<file path="src/rtl/neuro_cmd_sequencer_pkg.sv">
// Shared protocol constants, error codes and state encoding for the command sequencer.
package neuro_cmd_sequencer_pkg;

  localparam logic [7:0] OP_WR_W    = 8'h01;
  localparam logic [7:0] OP_WR_X    = 8'h02;
  localparam logic [7:0] OP_RUN     = 8'h03;
  localparam logic [7:0] OP_STATUS  = 8'h04;
  localparam logic [7:0] OP_CLR_ERR = 8'h05;

  localparam logic [7:0] ERR_OPCODE  = 8'hEE;
  localparam logic [7:0] ERR_RANGE   = 8'hEA;
  localparam logic [7:0] ERR_TIMEOUT = 8'hE7;

  typedef enum logic [2:0] {
    ST_IDLE      = 3'd0,
    ST_GET_ADDR  = 3'd1,
    ST_GET_DATA  = 3'd2,
    ST_WRITE     = 3'd3,
    ST_RUN_START = 3'd4,
    ST_RUN_WAIT  = 3'd5
  } state_t;

  // Status reply: sticky error bit, then the state the sequencer is in when asked.
  function automatic logic [7:0] status_byte(input logic err_flag, input state_t st);
    return {err_flag, st, 4'b0000};
  endfunction

endpackage

</file>
<file path="src/rtl/neuro_timeout_ctr.sv">
// Inter-byte idle counter; tc is high in the cycle the count reaches TIMEOUT-1 while enabled.
module neuro_timeout_ctr #(
  parameter logic [23:0] TIMEOUT = 24'd10_000_000
) (
  input  logic clk,
  input  logic rst_n,
  input  logic clr,
  input  logic en,
  output logic tc
);

  logic [23:0] cnt;

  always_ff @(posedge clk or negedge rst_n) begin
    if (!rst_n) begin
      cnt <= '0;
    end else if (clr) begin
      cnt <= '0;
    end else if (en) begin
      cnt <= cnt + 24'd1;
    end
  end

  assign tc = en && (cnt == (TIMEOUT - 24'd1));

endmodule

</file>
<file path="src/rtl/neuro_cmd_sequencer.sv">
// Host byte-protocol parser driving weight/input writes and compute runs; results/status on logs.
// Optional NEUROCORE_ECHO_EN: echo every received byte on logs (result/status/error codes win).
module neuro_cmd_sequencer
  import neuro_cmd_sequencer_pkg::*;
#(
  parameter int          ADDR_W  = 4,
  parameter int          NUM_W   = 16,
  parameter int          NUM_X   = 4,
  parameter logic [23:0] TIMEOUT = 24'd10_000_000
) (
  input  logic              CLK,
  input  logic              RESET,
  input  logic              rx_valid,
  input  logic [7:0]        rx_data,
  output logic              wr_en,
  output logic              wr_sel,
  output logic [ADDR_W-1:0] wr_addr,
  output logic [7:0]        wr_data,
  output logic              start,
  input  logic              done,
  input  logic [7:0]        result,
  output logic [7:0]        logs,
  output logic              err
);

  localparam logic [8:0] W_LIM = 9'(NUM_W);
  localparam logic [8:0] X_LIM = 9'(NUM_X);

  state_t     state;
  logic [7:0] addr_byte;
  logic       addr_ok;
  logic       tmo_en;
  logic       tmo_clr;
  logic       tmo_tc;

  // Range check uses the full address byte so aliasing high bits cannot sneak past.
  assign addr_ok = wr_sel ? ({1'b0, addr_byte} < X_LIM) : ({1'b0, addr_byte} < W_LIM);

  assign tmo_en  = (state == ST_GET_ADDR) || (state == ST_GET_DATA);
  assign tmo_clr = rx_valid || !tmo_en;

  neuro_timeout_ctr #(
    .TIMEOUT (TIMEOUT)
  ) u_timeout (
    .clk   (CLK),
    .rst_n (RESET),
    .clr   (tmo_clr),
    .en    (tmo_en),
    .tc    (tmo_tc)
  );

  always_ff @(posedge CLK or negedge RESET) begin
    if (!RESET) begin
      state     <= ST_IDLE;
      wr_en     <= 1'b0;
      wr_sel    <= 1'b0;
      wr_addr   <= '0;
      wr_data   <= 8'h00;
      addr_byte <= 8'h00;
      start     <= 1'b0;
      logs      <= 8'h00;
      err       <= 1'b0;
    end else begin
      wr_en <= 1'b0;
      start <= 1'b0;
`ifdef NEUROCORE_ECHO_EN
      // Later writes to logs in this block override the echo.
      if (rx_valid) logs <= rx_data;
`endif
      case (state)
        ST_IDLE: begin
          if (rx_valid) begin
            case (rx_data)
              OP_WR_W, OP_WR_X: begin
                wr_sel <= (rx_data == OP_WR_X);
                state  <= ST_GET_ADDR;
              end
              OP_RUN: begin
                start <= 1'b1;
                state <= ST_RUN_START;
              end
              OP_STATUS:  logs <= status_byte(err, state);
              OP_CLR_ERR: err  <= 1'b0;
              default: begin
                err  <= 1'b1;
                logs <= ERR_OPCODE;
              end
            endcase
          end
        end
        ST_GET_ADDR: begin
          if (rx_valid) begin
            addr_byte <= rx_data;
            wr_addr   <= rx_data[ADDR_W-1:0];
            state     <= ST_GET_DATA;
          end else if (tmo_tc) begin
            err   <= 1'b1;
            logs  <= ERR_TIMEOUT;
            state <= ST_IDLE;
          end
        end
        ST_GET_DATA: begin
          if (rx_valid) begin
            if (addr_ok) begin
              wr_data <= rx_data;
              wr_en   <= 1'b1;
              state   <= ST_WRITE;
            end else begin
              err   <= 1'b1;
              logs  <= ERR_RANGE;
              state <= ST_IDLE;
            end
          end else if (tmo_tc) begin
            err   <= 1'b1;
            logs  <= ERR_TIMEOUT;
            state <= ST_IDLE;
          end
        end
        ST_WRITE: begin
          if (rx_valid) err <= 1'b1;
          state <= ST_IDLE;
        end
        ST_RUN_START: begin
          if (rx_valid) err <= 1'b1;
          state <= ST_RUN_WAIT;
        end
        ST_RUN_WAIT: begin
          if (rx_valid) err <= 1'b1;
          if (done) begin
            logs  <= result;
            state <= ST_IDLE;
          end
        end
        default: state <= ST_IDLE;
      endcase
    end
  end

endmodule

</file>
<file path="config.mk">
export PLATFORM = sky130hd
export DESIGN_NAME = neuro_cmd_sequencer
export DESIGN_NICKNAME = d
export VERILOG_FILES = /design/src/rtl/neuro_cmd_sequencer_pkg.sv /design/src/rtl/neuro_timeout_ctr.sv /design/src/rtl/neuro_cmd_sequencer.sv
export SDC_FILE = /design/constraint.sdc
export NUM_CORES = 1
export LEC_CHECK = 0
export ABC_AREA = 1
export CORE_MARGIN = 2
export CORE_UTILIZATION = 55
export CTS_CLUSTER_SIZE = 14
export DETAILED_ROUTE_END_ITERATION = 16
export PLACE_DENSITY = 0.8
export SLEW_MARGIN = 10
export SYNTH_ARGS = -nofsm -noshare
export SYNTH_HDL_FRONTEND = slang
export SYNTH_SLANG_ARGS = --single-unit
</file>
<file path="constraint.sdc">
create_clock -name CLK -period 2 [get_ports CLK]
set_input_delay 0.3 -clock CLK [delete_from_list [all_inputs] [get_ports CLK]]
set_output_delay 0.3 -clock CLK [all_outputs]
set_load 0.01 [all_outputs]
</file>
==> Word level (Yosys, flattened, before mapping) <==
Cells that the tools add are included.
{ "word_totals": {"regBits": 59, "in_bits": 20, "output_inout_bits": 24, "elab_cells": 83} }
{ "op_classes": {"add_sub_neg": 1, "magnitude_cmp": 2, "n_eq_ne": 19, "muxes": 33, "n_reduce_logical": 18} }
{ "ops": {"columns": ["operator", "n"], "rows": [
  ["two-way mux 24 bit", 2],
  ["two-way mux 8 bit", 6],
  ["case mux 8 bit (4 select lines)", 1],
  ["adder 24 x 1 -> 24 bit (second input constant)", 1],
  ["equality test 24 bit (second input constant)", 1],
  ["equality test 8 x 2 -> 1 bit (second input constant)", 2],
  ["equality test 8 x 3 -> 1 bit (second input constant)", 2],
  ["case mux 8 bit (2 select lines)", 1],
  ["two-way mux 3 bit", 5],
  ["case mux 3 bit (5 select lines)", 1],
  ["two-way mux 1 bit", 13],
  ["AND reduction 6 bit", 2],
  ["!= test 2 bit (second input constant)", 5],
  ["AND reduction 3 bit", 3],
  ["equality test 8 x 1 -> 1 bit (second input constant)", 1],
  ["less-than comparator 8 x 3 -> 1 bit (second input constant)", 1],
  ["less-than comparator 8 x 5 -> 1 bit (second input constant)", 1],
  ["nonzero test 4 bit", 2],
  ["OR reduction 4 bit", 2],
  ["equality test 3 x 2 -> 1 bit (second input constant)", 2],
  ["equality test 3 bit (second input constant)", 2],
  ["case mux 3 bit (2 select lines)", 1],
  ["case mux 1 bit (4 select lines)", 1],
  ["equality test 3 x 1 -> 1 bit (second input constant)", 1],
  ["13 further kinds", 14]
]} }

==> Depth between registers and ports, before layout <==
{ "logic_depth": {"ltp_word": 6, "depth_mapped": 12, "ltp_nobuf": 12} }

==> Hierarchy <==
Synthesis repeated with hierarchy kept, for this count alone.
{ "hier_totals": {"cells_unflattened": 454, "area_unflattened_um2": 3283.1} }
{ "modules_own_cells": {"columns": ["module", "n_inst", "cells_per_inst", "area_per_inst_um2"], "rows": [
  ["neuro_cmd_sequencer", 1, 250, 1839.3],
  ["neuro_timeout_ctr", 1, 204, 1443.9]
]} }

==> Worst setup path before layout <==
No wires, ideal clock.
{ "synth_path": {"path_type": "flip-flop to flip-flop", "from": "register u_timeout.cnt[0]", "to": "register u_timeout.cnt[18]", "setup_time_ns": 0.119, "arrival_ns": 1.378, "path_slack_ns": 0.503, "stages_incl_launch_ff": 11, "n_path_buf": 0, "period_less_slack_ns": 1.497, "cell_sequence": "dfrtp_1 ha_1 nand2_1 nor2_2 nand2_1 nor2_1 nand4_1 nor2_1 nand3_1 nand2_1 nor2_1"} }
{ "synth_via": {"elab_chain_cells": 3} }
{ "synth_rtl": {"columns": ["item", "line", "source"], "rows": [
  ["start, declared", "neuro_timeout_ctr.sv:12", "logic [23:0] cnt;"],
  ["start signal, assigned", "neuro_timeout_ctr.sv:20", "cnt <= cnt + 24'd1;"],
  ["adder 24 x 1 -> 24 bit", "neuro_timeout_ctr.sv:20", null],
  ["two-way mux 24 bit", "neuro_timeout_ctr.sv:19", "end else if (en) begin"],
  ["two-way mux 24 bit", "neuro_timeout_ctr.sv:17", "end else if (clr) begin"]
]} }
No other way between the ends. The select of a mux whose other input is x is not followed.
A chain may end at the register's enable or synchronous reset.

==> Worst setup path in the final report <==
Same ends and word-level chain as after synthesis.

==> metrics.txt <==
highest cell delay on the worst timing path=380 ps; required time at the worst-slack endpoint=2210 ps; signal arrival time at the worst endpoint=2060 ps; minimum period implied by the final worst setup slack=1850 ps; depth of the CTS H-tree=2; Setup crit start kind=register; most frequent standard cell in the layout excluding fill and tap cells=sky130_fd_sc_hd__nand2_1; unrepaired setup endpoints after global routing=no; mean post-synth cell area=7.35 sq um; highest clock frequency the design can meet=0.540 GHz; DR vias=2929; reported leakage power=1.87 nW; GRT Resource Usage Total=24.1%; EDFF count, synth=0; final net count=507; warnings from Yosys=0; setup clock skew after layout=6.51 ps; number of clock buffers inserted by TritonCTS=5; number of cells traversed by the worst register-to-register path=10; endpoint of the most critical register-to-register path=u_timeout.cnt[18]; Layout Area Growth over Synthesis=20.9%; IO Pins=44; accumulated negative setup slack=0 ps; end of the worst hold path=u_timeout.cnt[0]; fraction of final layout cells with drive strength greater than 1=9.86%; final critical-path share of the clock period=92.7%; number of buffer and inverter stages on the critical path=0; sinks on the clock net=55; global-route wire length before repair=12200 um; cell type group with the largest total delay on the critical path=simple AND/OR/NAND/NOR gates; remaining global-route overflow=0; critical-path cell list=ha_1, nand2_1, nor2_2, nand2_1, nor2_1, nand4_1, nor2_2, nand3_1, nand2_1, nor2_1; routability cong.=0.956; pin count of the biggest net entering global routing=56; area of the placeable core=0.00554 sq mm; reg-to-reg critical path startpoint=u_timeout.cnt[0]; vias in the first global route=2683; Buffers on Ports=43; Die Footprint=0.00641 sq mm; number of distinct library cells after synthesis=33; fin util=69.5%; max-slew violation count=0; Die Wd=80.1 um; Pwr Density=1100 mW/mm^2; sequential share of the synthesized area=43.2%; worst slew pin tran=461 ps; Routed Antenna Nets=0; Antenna Diode Count=0; count of routing violations after the opening detailed-route iteration=294; # rows=27; Die Y-Extent=80.1 um; proportion of register bits with asynchronous set or reset after synthesis=100%; Final Non-Filler Cells=559; number of cells in the design after placement=550; 1st-pass router iterations=5; classification of the worst setup path=register to register; number of antenna violations at the first check in global routing=0; Synth Cell Area=0.00318 sq mm; class of the worst hold path=register to register; commonest non-fill, non-tap cells in the layout=sky130_fd_sc_hd__nand2_1 (115), sky130_fd_sc_hd__nor2_1 (60), sky130_fd_sc_hd__inv_1 (56); clock root buffer=sky130_fd_sc_hd__clkbuf_8; Avg WL per Cell=12.9 um; worst-case headroom to the max-slew limit=69.2%; clock transition time at the flip-flop clock pins of the worst setup and hold paths=100 ps; Synth Register Bits=55; vias per inst=5.24; Starting Density=57.5%; TritonCTS clock tree=yes; instance count along the most critical hold path=1; worst-case clock buffer depth=2; run status=complete, no violations; slack of the worst reg-to-reg path=150 ps; DRC violation count after routing=0; highest net fanout along the worst path=5; gate count of the mapped netlist=433; type of destination of the critical path=register; routed wire length=7230 um; Max Cap Viol=0; Fin. Hold Viols=0; Main synth FF type=sky130_fd_sc_hd__dfrtp_1; hold_sp=u_timeout.cnt[0]; maximum vdd drop=0.000779 V; Synthesized Nets=454; library cell appearing most often on the critical path=sky130_fd_sc_hd__nand2_1; final setup vio count=0; Worst path slowest cell=sky130_fd_sc_hd__dfrtp_1; half-perimeter wire length of the detailed placement result=5340 um; clock insertion delay at the later pin of the skew report=310 ps
-- synth_stat cells, types with 2 or more instances --
master / number / area (sq um)
sky130_fd_sc_hd__a21oi_1: 11 / 55.1
sky130_fd_sc_hd__inv_4: 4 / 25.0
sky130_fd_sc_hd__o21ai_1: 14 / 70.1
sky130_fd_sc_hd__nor2_4: 4 / 45.0
sky130_fd_sc_hd__inv_2: 7 / 26.3
sky130_fd_sc_hd__nor2_8: 2 / 40.0
sky130_fd_sc_hd__nand4_1: 11 / 68.8
sky130_fd_sc_hd__nor3_1: 9 / 45.0
sky130_fd_sc_hd__nand3_1: 22 / 110
sky130_fd_sc_hd__nand2_2: 3 / 18.8
sky130_fd_sc_hd__nor2_1: 61 / 229
sky130_fd_sc_hd__nand2_4: 4 / 45.0
sky130_fd_sc_hd__mux2i_1: 4 / 40.0
sky130_fd_sc_hd__nor2_2: 4 / 25.0
sky130_fd_sc_hd__a2bb2oi_1: 2 / 17.5
sky130_fd_sc_hd__buf_4: 6 / 45.0
sky130_fd_sc_hd__nand2_1: 115 / 432
sky130_fd_sc_hd__inv_1: 56 / 210
sky130_fd_sc_hd__dfrtp_1: 55 / 1380
sky130_fd_sc_hd__xor2_1: 5 / 43.8
sky130_fd_sc_hd__o21ai_0: 20 / 100
sky130_fd_sc_hd__xnor2_1: 2 / 17.5
sky130_fd_sc_hd__nand3b_1: 2 / 15.0
-- timing repair --
action,in CTS,in global routing
buffers inserted,0,0
gates resized for setup,0,1
hold buffers,1,0
endpoints found under the setup margin,0,1
endpoints found under the hold margin,55,0
-- metrics by stage --
stage | power, mW | area, sq um | worst slack (ps) | hold slack [ps]
6_report | 4.24 | 3850 | 147 | 466
5_1_grt | 4.58 | 3850 | 40.1 | 509
4_1_cts | 4.27 | 3850 | 121 | 469
3_5_place_dp | 3.61 | 3740 | 27.6 | 323
3_3_place_gp | 3.55 | 3740 | 84.5 | 317
2_1_floorplan | 2.89 | 3180 | 503 | 4.41
-- worst max-delay path by stage --
| stage | cells after the start | slack [ps] | from | to |
|---|---|---|---|---|
| floorplan | 10 | 500 | u_timeout.cnt[0] | u_timeout.cnt[18] |
| global placement | 8 | 80 | rx_valid | logs[4] |
| detailed placement | 10 | 30 | rx_data[0] | logs[1] |
| CTS | 10 | 120 | u_timeout.cnt[0] | u_timeout.cnt[18] |
| global route | 10 | 40 | u_timeout.cnt[0] | u_timeout.cnt[18] |
| finish | 10 | 150 | u_timeout.cnt[0] | u_timeout.cnt[18] |
-- registers in the layout, indices dropped and copies added, names as in the netlist --
name	flops
wr_sel	1
err	1
state	3
start	1
wr_data	8
logs	8
addr_byte	5
u_timeout.cnt	24
wr_en	1
wr_addr	3
-- cell families (layout without fill, tap and decap cells) --
group	after synthesis	count (layout)	synth area share, %
and+or+nand+nor	240	240	34.5
adders and majority gates	1	1	0.393
muxes	4	4	1.26
DFF	55	55	43.2
xor gates and xnor gates	7	7	1.93
AOI/OAI and AO/OA	52	52	8.92
buffers and inverters	74	128	9.79
-- layer usage --
layer  part of all wire, %  wire (um)  track usage [%]  up-vias
met5                     0          0                0        -
met2                    47       3390             38.2       95
met1                    46       3320             34.0     1356
met4                  0.73         53             5.59        0
li1                      -          -                -     1473
met3                   6.3        457             5.39        5
-- layout make-up --
cell class | count | area [sq um]
clock buffer | 7 | 86.3
clock inverter | 1 | 8.76
fill | 483 | 1690
inverter | 67 | 262
multi-input combinational | 304 | 1500
sequential | 55 | 1380
tap | 72 | 90.1
timing repair buffer | 53 | 528
-- power by group --
group,leakage [nW],internal [mW],switching [mW]
clock network,0.0484,0.285,0.361
registers,0.729,1.38,0.203
logic,1.09,0.860,1.16
total,1.87,2.52,1.72
-- worst reg2reg max path, delay by kind of cell (launching register included) --
family | cells | cell delay (ps)
adder cells (fa/ha/maj) | 1 | 170
flip-flops | 1 | 380
AND/OR/NAND/NOR | 9 | 1200
Power figures use the tool's default switching activity.
